`config.mk`:
```
export PLATFORM = sky130hd
export DESIGN_NAME = vram_host_arbiter
export DESIGN_NICKNAME = d
export VERILOG_FILES = /design/src/rtl/vram_host_arbiter.sv
export SDC_FILE = /design/constraint.sdc
export NUM_CORES = 1
export LEC_CHECK = 0
export CELL_PAD_IN_SITES_DETAIL_PLACEMENT = 2
export CELL_PAD_IN_SITES_GLOBAL_PLACEMENT = 2
export CORE_MARGIN = 2
export CORE_UTILIZATION = 47
export DETAILED_ROUTE_END_ITERATION = 8
export DONT_BUFFER_PORTS = 1
export GPL_ROUTABILITY_DRIVEN = 0
export PLACE_DENSITY = 0.84
export SYNTH_ARGS = -nofsm -noshare
export SYNTH_HDL_FRONTEND = slang
export SYNTH_SLANG_ARGS = --single-unit
```
`constraint.sdc`:
```
create_clock -name clk21m -period 7.6 [get_ports clk21m]
set_input_delay 1.52 -clock clk21m [delete_from_list [all_inputs] [get_ports clk21m]]
set_output_delay 1.52 -clock clk21m [all_outputs]
set_load 0.02 [all_outputs]
```
`src/rtl/vram_host_arbiter.sv`:
```
// Shares one synchronous VRAM port between the VDP (dlclk=1 slots) and a host engine (dlclk=0 slots).
// Host writes are posted through a small FIFO; reads wait for the FIFO to drain and return two edges after issue.
module vram_host_arbiter #(
    parameter int FIFO_DEPTH = 4
) (
    input  logic        clk21m,
    input  logic        reset,
    input  logic        vdp_dlclk,
    input  logic [16:0] vdp_a,
    input  logic        vdp_we_n,
    input  logic [7:0]  vdp_do,
    output logic [15:0] vdp_di,
    input  logic        host_wr,
    input  logic        host_rd,
    input  logic [16:0] host_addr,
    input  logic [7:0]  host_din,
    output logic        host_busy,
    output logic        host_rd_valid,
    output logic [7:0]  host_dout,
    output logic [15:0] VRAM_address,
    output logic [7:0]  VRAM_do,
    output logic        VRAM_we_lo,
    output logic        VRAM_we_hi,
    input  logic [7:0]  VRAM_di_lo,
    input  logic [7:0]  VRAM_di_hi
);

    localparam int PW = (FIFO_DEPTH > 1) ? $clog2(FIFO_DEPTH) : 1;
    localparam int LW = PW + 1;

    typedef enum logic [1:0] {
        R_IDLE = 2'd0,
        R_PEND = 2'd1,
        R_DATA = 2'd2
    } rd_state_e;

    typedef struct packed {
        logic [16:0] addr;
        logic [7:0]  dat;
    } wr_entry_t;

    wr_entry_t   fifo_mem_q [FIFO_DEPTH];
    wr_entry_t   fifo_mem_d [FIFO_DEPTH];
    logic [PW-1:0] wr_ptr_q, wr_ptr_d;
    logic [PW-1:0] rd_ptr_q, rd_ptr_d;
    logic [LW-1:0] level_q, level_d;
    rd_state_e   rd_state_q, rd_state_d;
    logic [16:0] rd_addr_q, rd_addr_d;
    logic        rd_valid_q, rd_valid_d;
    logic [7:0]  dout_q, dout_d;

    logic      fifo_full;
    logic      fifo_empty;
    logic      host_slot;
    logic      push;
    logic      pop;
    logic      rd_accept;
    logic      rd_issue;
    wr_entry_t head;

    always_comb begin
        fifo_full  = (level_q == LW'(FIFO_DEPTH));
        fifo_empty = (level_q == '0);
        host_slot  = ~vdp_dlclk;
        head       = fifo_mem_q[rd_ptr_q];
        // A write command in the same cycle always wins; the read is simply dropped.
        push       = host_wr & ~fifo_full & (rd_state_q == R_IDLE);
        pop        = host_slot & ~fifo_empty;
        rd_accept  = host_rd & ~host_wr & (rd_state_q == R_IDLE);
        rd_issue   = host_slot & fifo_empty & (rd_state_q == R_PEND);
    end

    always_comb begin
        fifo_mem_d = fifo_mem_q;
        wr_ptr_d   = wr_ptr_q;
        rd_ptr_d   = rd_ptr_q;
        level_d    = level_q;
        if (push) begin
            fifo_mem_d[wr_ptr_q] = '{addr: host_addr, dat: host_din};
            wr_ptr_d             = wr_ptr_q + PW'(1);
        end
        if (pop) begin
            rd_ptr_d = rd_ptr_q + PW'(1);
        end
        case ({push, pop})
            2'b10:   level_d = level_q + LW'(1);
            2'b01:   level_d = level_q - LW'(1);
            default: level_d = level_q;
        endcase
    end

    always_comb begin
        rd_state_d = rd_state_q;
        rd_addr_d  = rd_addr_q;
        rd_valid_d = 1'b0;
        dout_d     = dout_q;
        case (rd_state_q)
            R_IDLE: begin
                if (rd_accept) begin
                    rd_addr_d  = host_addr;
                    rd_state_d = R_PEND;
                end
            end
            R_PEND: begin
                if (rd_issue) begin
                    rd_state_d = R_DATA;
                end
            end
            R_DATA: begin
                // RAM output now reflects the address presented on the issue cycle.
                dout_d     = rd_addr_q[16] ? VRAM_di_hi : VRAM_di_lo;
                rd_valid_d = 1'b1;
                rd_state_d = R_IDLE;
            end
            default: rd_state_d = R_IDLE;
        endcase
    end

    always_ff @(posedge clk21m or posedge reset) begin
        if (reset) begin
            fifo_mem_q <= '{default: '0};
            wr_ptr_q   <= '0;
            rd_ptr_q   <= '0;
            level_q    <= '0;
            rd_state_q <= R_IDLE;
            rd_addr_q  <= '0;
            rd_valid_q <= 1'b0;
            dout_q     <= 8'h00;
        end else begin
            fifo_mem_q <= fifo_mem_d;
            wr_ptr_q   <= wr_ptr_d;
            rd_ptr_q   <= rd_ptr_d;
            level_q    <= level_d;
            rd_state_q <= rd_state_d;
            rd_addr_q  <= rd_addr_d;
            rd_valid_q <= rd_valid_d;
            dout_q     <= dout_d;
        end
    end

    always_comb begin
        VRAM_address = vdp_a[15:0];
        VRAM_do      = vdp_do;
        VRAM_we_lo   = 1'b0;
        VRAM_we_hi   = 1'b0;
        if (vdp_dlclk) begin
            VRAM_we_lo = ~vdp_we_n & ~vdp_a[16];
            VRAM_we_hi = ~vdp_we_n &  vdp_a[16];
        end else if (pop) begin
            VRAM_address = head.addr[15:0];
            VRAM_do      = head.dat;
            VRAM_we_lo   = ~head.addr[16];
            VRAM_we_hi   =  head.addr[16];
        end else if (rd_state_q == R_PEND) begin
            VRAM_address = rd_addr_q[15:0];
        end
        if (reset) begin
            VRAM_we_lo = 1'b0;
            VRAM_we_hi = 1'b0;
        end
    end

    assign vdp_di        = {VRAM_di_hi, VRAM_di_lo};
    assign host_busy     = fifo_full | (rd_state_q != R_IDLE);
    assign host_rd_valid = rd_valid_q;
    assign host_dout     = dout_q;

endmodule

```
==> reports/qor.json, run 1 <==
{
  "synthesis": {
    "synth-compound-area-share": 0.0472,
    "post_synth_instance_area_mm2": 0.00681,
    "post_synth_num_cell_types": 37,
    "postSynth.asyncResetShare": 1.00,
    "ys_warn_count": 0,
    "share_of_the_yosys_chip_area_belonging_to_registers": 0.496,
    "synth-edff-count": 0,
    "synthMuxAreaShare": 0.308,
    "synth_top_family_by_area": "multiplexers",
    "synth.net_count": 561,
    "synth-main-ff-cell": "sky130_fd_sc_hd__dfrtp_1",
    "syn-instance-count": 483,
    "yosys.area_share.xor_xnor": 0.00771,
    "post_synth_fa_ha_maj_area_fraction": 0.0121,
    "flip_flop_and_latch_count_after_synthesis": 135,
    "mean_instance_size_in_the_synthesized_netlist_um2": 14.1,
    "simple_gate_fraction_of_synth_area": 0.0619
  },
  "floorplanning": {
    "floorplan.core_area_mm2": 0.0140,
    "initial_utilization": 0.485,
    "rows": 43,
    "die_width_um": 124,
    "die_area_mm2": 0.0155,
    "die-height_um": 124,
    "top_level_i_o_count": 124
  },
  "cts": {
    "cts_root_buf": "sky130_fd_sc_hd__clkbuf_16",
    "cts-root-to-sink-buffers": 2,
    "cts_tree": "built",
    "clkSlewWorstSetupHoldPaths_ns": 0.06,
    "clk_latency_ns": 0.42,
    "ctsHtreeMaxLevel": 4,
    "hold_bufs_inserted_after_cts": 0,
    "cts.repair_timing.setup_buffer_count": 0,
    "cts_repair_resize_count": 0,
    "cts_num_sinks": 135,
    "tritoncts.num_buffers": 17
  },
  "final_layout": {
    "final_layout_size_suffix_gt1_frac": 0.398,
    "num_antenna_cells": 0,
    "sequential_cell_area_mm2": 0.00338,
    "areaGrowthSynthToFinish_pct": 7.57,
    "nets": 543,
    "n_fill_cell": 1288,
    "multi_input_comb_area_mm2": 0.00298
  },
  "worst_setup_path": {
    "critical-path-slowest-cell": "sky130_fd_sc_hd__nor3_4",
    "startpoint_type": "register",
    "setup.worst_path.start": "level_q[0]",
    "worst-endpoint-required_ns": 6.08,
    "critPathMaxFanout": 34,
    "critPathCaptureType": "output port",
    "startpoint_of_the_most_critical_register_to_register_path": "level_q[0]",
    "path_cells": "or3_1 > nor3_4 > a221o_1",
    "cp_slowest_stage_delay_ns": 0.94,
    "critPathKind": "reg2out",
    "worst-endpoint-arrival_ns": 3.15
  },
  "routing": {
    "vias_per_cell": 6.16,
    "drt_iter0_markers": 172,
    "ant_nets": 0,
    "post-route-drc-count": 0,
    "route.final.wire_length_um": 18100,
    "detailroute.via_count": 4049,
    "drt-pass1-iter-count": 5,
    "routedWlPerCell_um": 27.5
  },
  "grt": {
    "grt-ovfl-total": 0,
    "first_global_vias": 4746,
    "first_pass_grt_wire_length_um": 28700,
    "maximum_number_of_pins_on_one_net_before_global_route_repair": 71,
    "antenna_found_initial": 0,
    "grt_use_total": 0.246
  },
  "sta": {
    "min_period_over_period": 0.615,
    "maxClockFrequency_ghz": 0.214,
    "setup_repair_after_global_routing_missed_its_margin": "no",
    "report.final.setup_viol": 0,
    "skew_ns": 0.00597,
    "finalHoldViolCount": 0,
    "setup_tns_final_ns": 0,
    "slew_limit_fails": 0,
    "timing.slew.headroom": 0.135,
    "worst-slew-pin-transition_ns": 1.30,
    "fin_crit_ns": 4.67
  },
  "job": {
    "drv_cap": 0
  },
  "status": {
    "run_status": "completed"
  },
  "power_and_ir_drop": {
    "pwr_density_cell_mw_per_mm2": 469,
    "post-layout-total-power_w": 0.00344,
    "worst_ir_drop_vdd_v": 0.000224,
    "power_leakage_nw": 3.24
  },
  "placement": {
    "port-buffer-count": 0,
    "dpl.hpwl_um": 11600
  },
  "worst_hold_path": {
    "worst_hold_path_type": "reg2reg",
    "min_from": "fifo_mem_q[40]"
  }
}
==> worst paths after layout <==
kind / endpoint / cells after the start / slack (ns)
max reg2reg: rd_state_q[1] / 2 / 5.08
min: fifo_mem_q[40] / 1 / 0.50
max: VRAM_address[15] / 3 / 2.93
min reg2reg: fifo_mem_q[40] / 1 / 0.50
max in group asynchronous: rd_ptr_q[0] / 2 / 5.14
min in group asynchronous: rd_addr_q[7] / 1 / 1.06
==> synth_stat cells (all sizes together) (2+ instances only) <==
| library cell | n | area [um2] |
|---|---|---|
| buf | 40 | 345 |
| or3 | 2 | 12.5 |
| mux2i | 9 | 90.1 |
| nor3 | 2 | 21.3 |
| xnor2 | 3 | 26.3 |
| xor2 | 3 | 26.3 |
| nor2 | 2 | 7.51 |
| and3 | 14 | 87.6 |
| clkbuf | 6 | 22.5 |
| o21ai | 9 | 45.0 |
| o31ai | 16 | 120 |
| nor4 | 4 | 85.1 |
| mux4 | 25 | 589 |
| ha | 5 | 62.6 |
| nand2b | 3 | 18.8 |
| a221o | 2 | 20.0 |
| nand3 | 2 | 10.0 |
| a211o | 14 | 123 |
| inv | 24 | 90.1 |
| nand2 | 28 | 105 |
| mux2 | 126 | 1420 |
| dfrtp | 135 | 3380 |
==> critical path, delay by kind of cell, from the launching register on <==
| kind | cells | cell delay, ns |
|---|---|---|
| flops | 1 | 0.47 |
| compound gates | 1 | 0.41 |
| simple gates | 2 | 1.86 |
==> cell type report <==
type                       count  share of cell area
clock buffer                  23              0.0666
tap                          180              0.0307
multi-input combinational    278               0.406
sequential                   135               0.461
inverter                      24              0.0130
clock inverter                 8              0.0131
timing repair buffer           9             0.00922
==> state kept, by name, summed over array words and instances (netlist names) <==
name	flops
fifo_mem_q	100
rd_addr_q	17
host_dout	8
level_q	3
rd_ptr_q	2
rd_state_q	2
wr_ptr_q	2
host_rd_valid	1
==> placed cells by master, fill, tap and decap left out, types with 2 or more instances in the layout <==
cell type / synthesis / routed
sky130_fd_sc_hd__clkbuf_16: 0 / 17
sky130_fd_sc_hd__nor4_4: 4 / 4
sky130_fd_sc_hd__o21ai_0: 9 / 9
sky130_fd_sc_hd__nor2_1: 2 / 2
sky130_fd_sc_hd__nand3_1: 2 / 2
sky130_fd_sc_hd__ha_1: 5 / 5
sky130_fd_sc_hd__clkinv_2: 0 / 4
sky130_fd_sc_hd__and3_1: 14 / 14
sky130_fd_sc_hd__a221o_1: 2 / 2
sky130_fd_sc_hd__buf_4: 22 / 9
sky130_fd_sc_hd__bufinv_16: 0 / 2
sky130_fd_sc_hd__mux4_2: 18 / 18
sky130_fd_sc_hd__inv_1: 24 / 23
sky130_fd_sc_hd__xnor2_1: 3 / 3
sky130_fd_sc_hd__clkbuf_8: 0 / 4
sky130_fd_sc_hd__or3_1: 2 / 2
sky130_fd_sc_hd__o31ai_1: 16 / 16
sky130_fd_sc_hd__nand2_1: 28 / 28
sky130_fd_sc_hd__mux4_1: 7 / 7
sky130_fd_sc_hd__mux2_2: 125 / 125
sky130_fd_sc_hd__dfrtp_1: 135 / 134
sky130_fd_sc_hd__xor2_1: 3 / 3
sky130_fd_sc_hd__mux2i_1: 9 / 9
sky130_fd_sc_hd__nand2b_1: 3 / 3
sky130_fd_sc_hd__a211o_1: 14 / 14
sky130_fd_sc_hd__clkbuf_1: 6 / 2
==> report_power, final <==
| group | switching [W] | total [W] | internal [W] |
|---|---|---|---|
| registers | 0.000328 | 0.00141 | 0.00108 |
| clock network | 0.000300 | 0.000814 | 0.000514 |
| logic | 0.000555 | 0.00122 | 0.000663 |
==> stage by stage <==
step | hold slack [ns] | instance area (um2) | std cells | setup WS, ns | utilization
finish | 0.503 | 7330 | 657 | 2.93 | 0.522
global route | 0.517 | 7330 | 657 | 2.75 | 0.522
global placement | 0.460 | 6740 | 626 | 3.39 | 0.480
CTS | 0.503 | 7330 | 657 | 2.91 | 0.522
floorplan | 0.449 | 6810 | 483 | 2.47 | -
detailed placement | 0.491 | 6740 | 626 | 3.24 | 0.480
==> metal layers <==
layer | up-vias | global-route usage | wire (um)
met5 | - | 0 | 0
met4 | 0 | 0.0833 | 399
met3 | 30 | 0.0679 | 873
met2 | 116 | 0.429 | 9590
met1 | 2190 | 0.292 | 7220
li1 | 1713 | - | -
==> logic make-up after synthesis <==
family          count (synthesis)
compound gates                 43
simple gates                   63
xor+xnor                        6
fa+ha+maj                       6
flops                         135
buf+inv                        70
mux                           160
(Power assumes the default switching activity.)
==> inputs of run 2 (changes only) <==
CORE_UTILIZATION = 40   (was 47)
PLACE_DENSITY = 0.76   (was 0.84)
clock period = 3.8 ns   (was 7.6 ns; I/O delays follow)
==> run 2 against run 1 <==
Compared with the run above:
- clock power grew 110%
- clock skew about the same
- global-route usage is 4.3 points lower
- critical path depth grew 1
- die area rose by 17%
- worst setup slack worse by 2.4 ns
- core utilization decreased by 7.4 points
- hold slack worse by 0.094 ns
- sequential share of layout area shrank 0.79 points
- flip-flop and latch count did not move
- critical path type unchanged
- critical endpoint is now VRAM_address[11]
==> reports/qor.json, run 2 (synthesized netlist as in run 1, its figures left out) <==
{
  "status": {
    "run_status": "completed"
  },
  "final_layout": {
    "areaGrowthSynthToFinish_pct": 9.44,
    "largest_register_ff_count": 100,
    "num_antenna_cells": 0,
    "final_layout_size_suffix_gt1_frac": 0.405,
    "commonest_non_fill_non_tap_cell_in_the_layout": "sky130_fd_sc_hd__dfrtp_1",
    "layout.cells.non_filler": 702,
    "postLayoutCellArea_mm2": 0.00746,
    "regMostFlops": "fifo_mem_q",
    "nets": 548,
    "layout.cells.most_common_list": "134 x sky130_fd_sc_hd__dfrtp_1, 125 x sky130_fd_sc_hd__mux2_2, 28 x sky130_fd_sc_hd__nand2_1"
  },
  "power_and_ir_drop": {
    "power_leakage_nw": 3.28,
    "worst_ir_drop_vdd_v": 0.000415,
    "pwr_density_cell_mw_per_mm2": 931,
    "post-layout-total-power_w": 0.00694
  },
  "worst_setup_path": {
    "startpoint_of_the_most_critical_register_to_register_path": "level_q[0]",
    "worst-endpoint-required_ns": 3.04,
    "critPathKind": "reg2out",
    "startpoint_type": "register",
    "critPathMaxFanout": 18,
    "critPathCaptureType": "output port",
    "r2r.worst_path.cells": 8,
    "regToRegEndpoint": "level_q[2]",
    "regToRegSetupSlack_ns": 1.40,
    "worst-endpoint-arrival_ns": 2.54,
    "worstSetupEndpoint": "VRAM_address[11]",
    "setup.worst_path.start": "rd_ptr_q[0]"
  },
  "sta": {
    "maxClockFrequency_ghz": 0.303,
    "slew_limit_fails": 0,
    "finalHoldViolCount": 0,
    "timing.slew.headroom": 0.302,
    "fin_crit_ns": 3.30,
    "setup_tns_final_ns": 0,
    "worst-slew-pin-transition_ns": 1.03,
    "min_period_over_period": 0.870,
    "skew_ns": 0.00560,
    "report.final.setup_viol": 0,
    "final_critical_path_setup_slack_ns": 0.495,
    "setup_repair_after_global_routing_missed_its_margin": "no"
  },
  "routing": {
    "post-route-drc-count": 0,
    "route.final.wire_length_um": 17200,
    "drt_iter0_markers": 150,
    "routedWlPerCell_um": 24.5,
    "detailroute.via_count": 3939,
    "vias_per_cell": 5.61,
    "drt-pass1-iter-count": 4,
    "ant_nets": 0
  },
  "cts": {
    "cts_root_buf": "sky130_fd_sc_hd__clkbuf_16",
    "clk_latency_ns": 0.42,
    "tritoncts.num_buffers": 17,
    "cts_repair_resize_count": 0,
    "hold_bufs_inserted_after_cts": 0,
    "clkSlewWorstSetupHoldPaths_ns": 0.06,
    "ctsHtreeMaxLevel": 4,
    "cts_tree": "built",
    "cts.repair_timing.setup_buffer_count": 0,
    "cts_num_sinks": 135,
    "cts-root-to-sink-buffers": 2
  },
  "grt": {
    "grt-ovfl-total": 0,
    "maximum_number_of_pins_on_one_net_before_global_route_repair": 136,
    "first_global_vias": 4607,
    "antenna_found_initial": 0,
    "first_pass_grt_wire_length_um": 27200,
    "grt_use_total": 0.202
  },
  "floorplanning": {
    "top_level_i_o_count": 124,
    "die_area_mm2": 0.0181,
    "initial_utilization": 0.409,
    "die_width_um": 135,
    "die-height_um": 135,
    "rows": 47,
    "floorplan.core_area_mm2": 0.0166
  },
  "placement": {
    "place_area_mm2": 0.00684,
    "dpl.hpwl_um": 11300,
    "place_inst": 671,
    "port-buffer-count": 0,
    "placement.setup.worst_slack_ns": 0.890
  },
  "job": {
    "drv_cap": 0
  },
  "worst_hold_path": {
    "worst_hold_path_type": "in2async"
  }
}
[run 2: critical path: stages, from the launching register on]
cell,delay [ns]
sky130_fd_sc_hd__dfrtp_2,0.75
sky130_fd_sc_hd__buf_4,0.30
sky130_fd_sc_hd__mux4_2,0.51
sky130_fd_sc_hd__and3_1,0.20
sky130_fd_sc_hd__a211o_1,0.36
[run 2: worst min path at each step]
stage / from / end
2_1_floorplan: fifo_mem_q[74] / fifo_mem_q[74]
3_3_place_gp: fifo_mem_q[74] / fifo_mem_q[74]
3_5_place_dp: fifo_mem_q[84] / fifo_mem_q[84]
4_1_cts: host_addr[5] / fifo_mem_q[13]
5_1_grt: host_addr[5] / fifo_mem_q[13]
6_report: reset / rd_addr_q[9]
[run 2: layer usage]
layer  track usage  vias to the layer above  wire length (um)
met2         0.352                       68              9060
met1         0.244                     2140              7160
li1              -                     1716                 -
met3        0.0552                       15               750
met4        0.0649                        0               217
met5             0                        -                 0
[run 2: cell type report]
cell class,instances,area (um2)
Fill cell,1571,9190
Sequential cell,135,3380
Multi-Input combinational cell,278,2980
Clock buffer,21,460
Tap cell,220,275
Clock inverter,10,153
Timing Repair Buffer,14,118
Inverter,24,93.8
[run 2: where the power goes]
part           switching (W)  internal (W)
Sequential          0.000595       0.00216
Clock               0.000614       0.00112
Combinational        0.00111       0.00134
Total                0.00232       0.00463
[run 2: per-stage QoR]
| stage | utilization | hold slack [ns] |
|---|---|---|
| 3_5_place_dp | 0.411 | 0.494 |
| 6_report | 0.448 | 0.409 |
| 5_1_grt | 0.448 | 0.466 |
| 3_3_place_gp | 0.411 | 0.462 |
| 4_1_cts | 0.448 | 0.461 |
| 2_1_floorplan | - | 0.449 |
==> inputs of run 3 (changes only) <==
CORE_ASPECT_RATIO = 1.25   (was unset)
GPL_ROUTABILITY_DRIVEN = unset   (was 0)
==> run 3 against run 2 <==
Compared with the run above:
- combinational power about the same
- global-route usage increased by 0.42 points
- via count rose by 0.41%
- hold slack got worse by 0.0022 ns
- final area is 0.60% higher
- total power increased by 1.0%
- worst setup slack got worse by 0.052 ns
- die area barely moved
- final cell count is 0.57% higher
- routed wire length is 1.6% higher
- sequential power hardly changed
- critical path type unchanged
- largest cell class unchanged
- highest routed layer unchanged
==> reports/qor.json, run 3 (synthesized netlist as in run 1, its figures left out) <==
{
  "status": {
    "run_status": "completed"
  },
  "sta": {
    "maxClockFrequency_ghz": 0.298,
    "fin_worst_hold_slack_ns": 0.407,
    "slew_limit_fails": 0,
    "setup_tns_final_ns": 0,
    "fin_crit_ns": 3.36,
    "worst-slew-pin-transition_ns": 0.970,
    "skew_ns": 0.00732,
    "report.final.setup_viol": 0,
    "timing.slew.headroom": 0.345,
    "setup_repair_after_global_routing_missed_its_margin": "no",
    "min_period_over_period": 0.884,
    "finalHoldViolCount": 0
  },
  "routing": {
    "ant_nets": 0,
    "post-route-drc-count": 0,
    "drt_iter0_markers": 124,
    "routedWlPerCell_um": 24.7,
    "vias_per_cell": 5.60,
    "route.final.wire_length_um": 17500,
    "drt-pass1-iter-count": 4,
    "detailroute.via_count": 3955
  },
  "cts": {
    "cts_tree": "built",
    "ctsHtreeMaxLevel": 4,
    "clk_latency_ns": 0.42,
    "cts-root-to-sink-buffers": 2,
    "tritoncts.num_buffers": 17,
    "cts.repair_timing.setup_buffer_count": 0,
    "cts_repair_resize_count": 0,
    "cts_num_sinks": 135,
    "cts_root_buf": "sky130_fd_sc_hd__clkbuf_16",
    "clkSlewWorstSetupHoldPaths_ns": 0.06,
    "hold_bufs_inserted_after_cts": 0
  },
  "grt": {
    "antenna_found_initial": 0,
    "maximum_number_of_pins_on_one_net_before_global_route_repair": 136,
    "first_global_vias": 4744,
    "grt-ovfl-total": 0,
    "grt_use_total": 0.206,
    "first_pass_grt_wire_length_um": 27700
  },
  "power_and_ir_drop": {
    "power_frac_comb": 0.353,
    "p_clk_frac": 0.253,
    "sequentialPowerShare": 0.395,
    "power_leakage_nw": 3.30,
    "p_int_w": 0.00468,
    "pwr_density_cell_mw_per_mm2": 935,
    "post-layout-total-power_w": 0.00701,
    "swShare": 0.333,
    "worst_ir_drop_vdd_v": 0.000420,
    "switchingPower_w": 0.00233
  },
  "final_layout": {
    "regMostFlops": "fifo_mem_q",
    "commonest_non_fill_non_tap_cell_in_the_layout": "sky130_fd_sc_hd__dfrtp_1",
    "n_fill_cell": 1615,
    "layout.cells.most_common_list": "134 x sky130_fd_sc_hd__dfrtp_1, 125 x sky130_fd_sc_hd__mux2_2, 28 x sky130_fd_sc_hd__nand2_1",
    "largest_register_ff_count": 100,
    "postLayoutCellArea_mm2": 0.00750,
    "final_layout_size_suffix_gt1_frac": 0.405,
    "areaGrowthSynthToFinish_pct": 10.1,
    "nets": 551,
    "num_antenna_cells": 0
  },
  "placement": {
    "dpl.hpwl_um": 11300,
    "port-buffer-count": 0,
    "globalplace.congestion": 0.688,
    "place_area_mm2": 0.00687
  },
  "worst_setup_path": {
    "critical-path-slowest-cell": "sky130_fd_sc_hd__dfrtp_2",
    "startpoint_type": "register",
    "critPathCaptureType": "output port",
    "cp_num_buf_inv": 0,
    "cp_slowest_stage_delay_ns": 0.84,
    "worst-endpoint-arrival_ns": 2.60,
    "path_cells": "mux4_1 > or4_1 > o41ai_1",
    "critPathTopFamily": "flip-flops",
    "critPathKind": "reg2out",
    "worst-endpoint-required_ns": 3.04,
    "critPathMaxFanout": 21
  },
  "floorplanning": {
    "floorplan.core_area_mm2": 0.0168,
    "die-height_um": 150,
    "initial_utilization": 0.406,
    "die_width_um": 121,
    "top_level_i_o_count": 124,
    "die_area_mm2": 0.0181,
    "rows": 53
  },
  "job": {
    "drv_cap": 0
  },
  "worst_hold_path": {
    "worst_hold_path_type": "in2async"
  }
}
==> run 3: cell types whose count changed in the layout (fill, tap and decap cells not counted) <==
cell / before / now
sky130_fd_sc_hd__buf_4: 13 / 16
sky130_fd_sc_hd__clkbuf_1: 2 / 4
sky130_fd_sc_hd__clkbuf_8: 2 / 4
sky130_fd_sc_hd__clkinv_2: 5 / 1
sky130_fd_sc_hd__clkinvlp_4: 2 / 3
==> run 3: layout make-up <==
class | instances | area [um2] | share of cell area
clock buffer | 25 | 495 | 0.0661
clock inverter | 7 | 140 | 0.0187
inverter | 24 | 93.8 | 0.0125
multi-input combinational | 278 | 2980 | 0.397
sequential | 135 | 3380 | 0.451
tap | 220 | 275 | 0.0367
timing repair buffer | 17 | 140 | 0.0187
==> run 3: worst paths after layout <==
kind | from | end | slack (ns) | depth (start not counted)
worst max-delay path | rd_ptr_q[0] | VRAM_we_lo | 0.44 | 3
worst min-delay path | reset | rd_addr_q[7] | 0.41 | 2
worst max register to register | level_q[0] | level_q[2] | 1.35 | 8
worst min register to register | fifo_mem_q[74] | fifo_mem_q[74] | 0.49 | 1
max in group asynchronous | reset | rd_ptr_q[0] | 2.79 | 2
min in group clk21m | host_addr[16] | fifo_mem_q[74] | 0.48 | 1
==> run 3: metal layers <==
layer / track usage / part of all wire / up-vias
met5: 0 / 0 / -
met4: 0.0680 / 0.015 / 0
met3: 0.0556 / 0.050 / 21
met2: 0.372 / 0.54 / 79
met1: 0.236 / 0.39 / 2134
li1: - / - / 1721
==> run 3: through the flow <==
step | cells | setup WS, ns | utilization
after global placement | 674 | 0.848 | 0.409
after floorplan | 483 | 1.21 | -
after CTS | 706 | 0.392 | 0.447
after detailed placement | 674 | 0.856 | 0.409
final | 706 | 0.443 | 0.447
after global routing | 706 | 0.301 | 0.447
==> run 3: power by group through the flow <==
| stage | logic (W) | clock network, W | registers, W |
|---|---|---|---|
| after detailed placement | 0.00249 | 0 | 0.00279 |
| after global placement | 0.00236 | 0 | 0.00269 |
| after floorplan | 0.00225 | 0 | 0.00248 |
| after global routing | 0.00268 | 0.00187 | 0.00288 |
| after CTS | 0.00253 | 0.00181 | 0.00278 |
| final | 0.00247 | 0.00177 | 0.00277 |
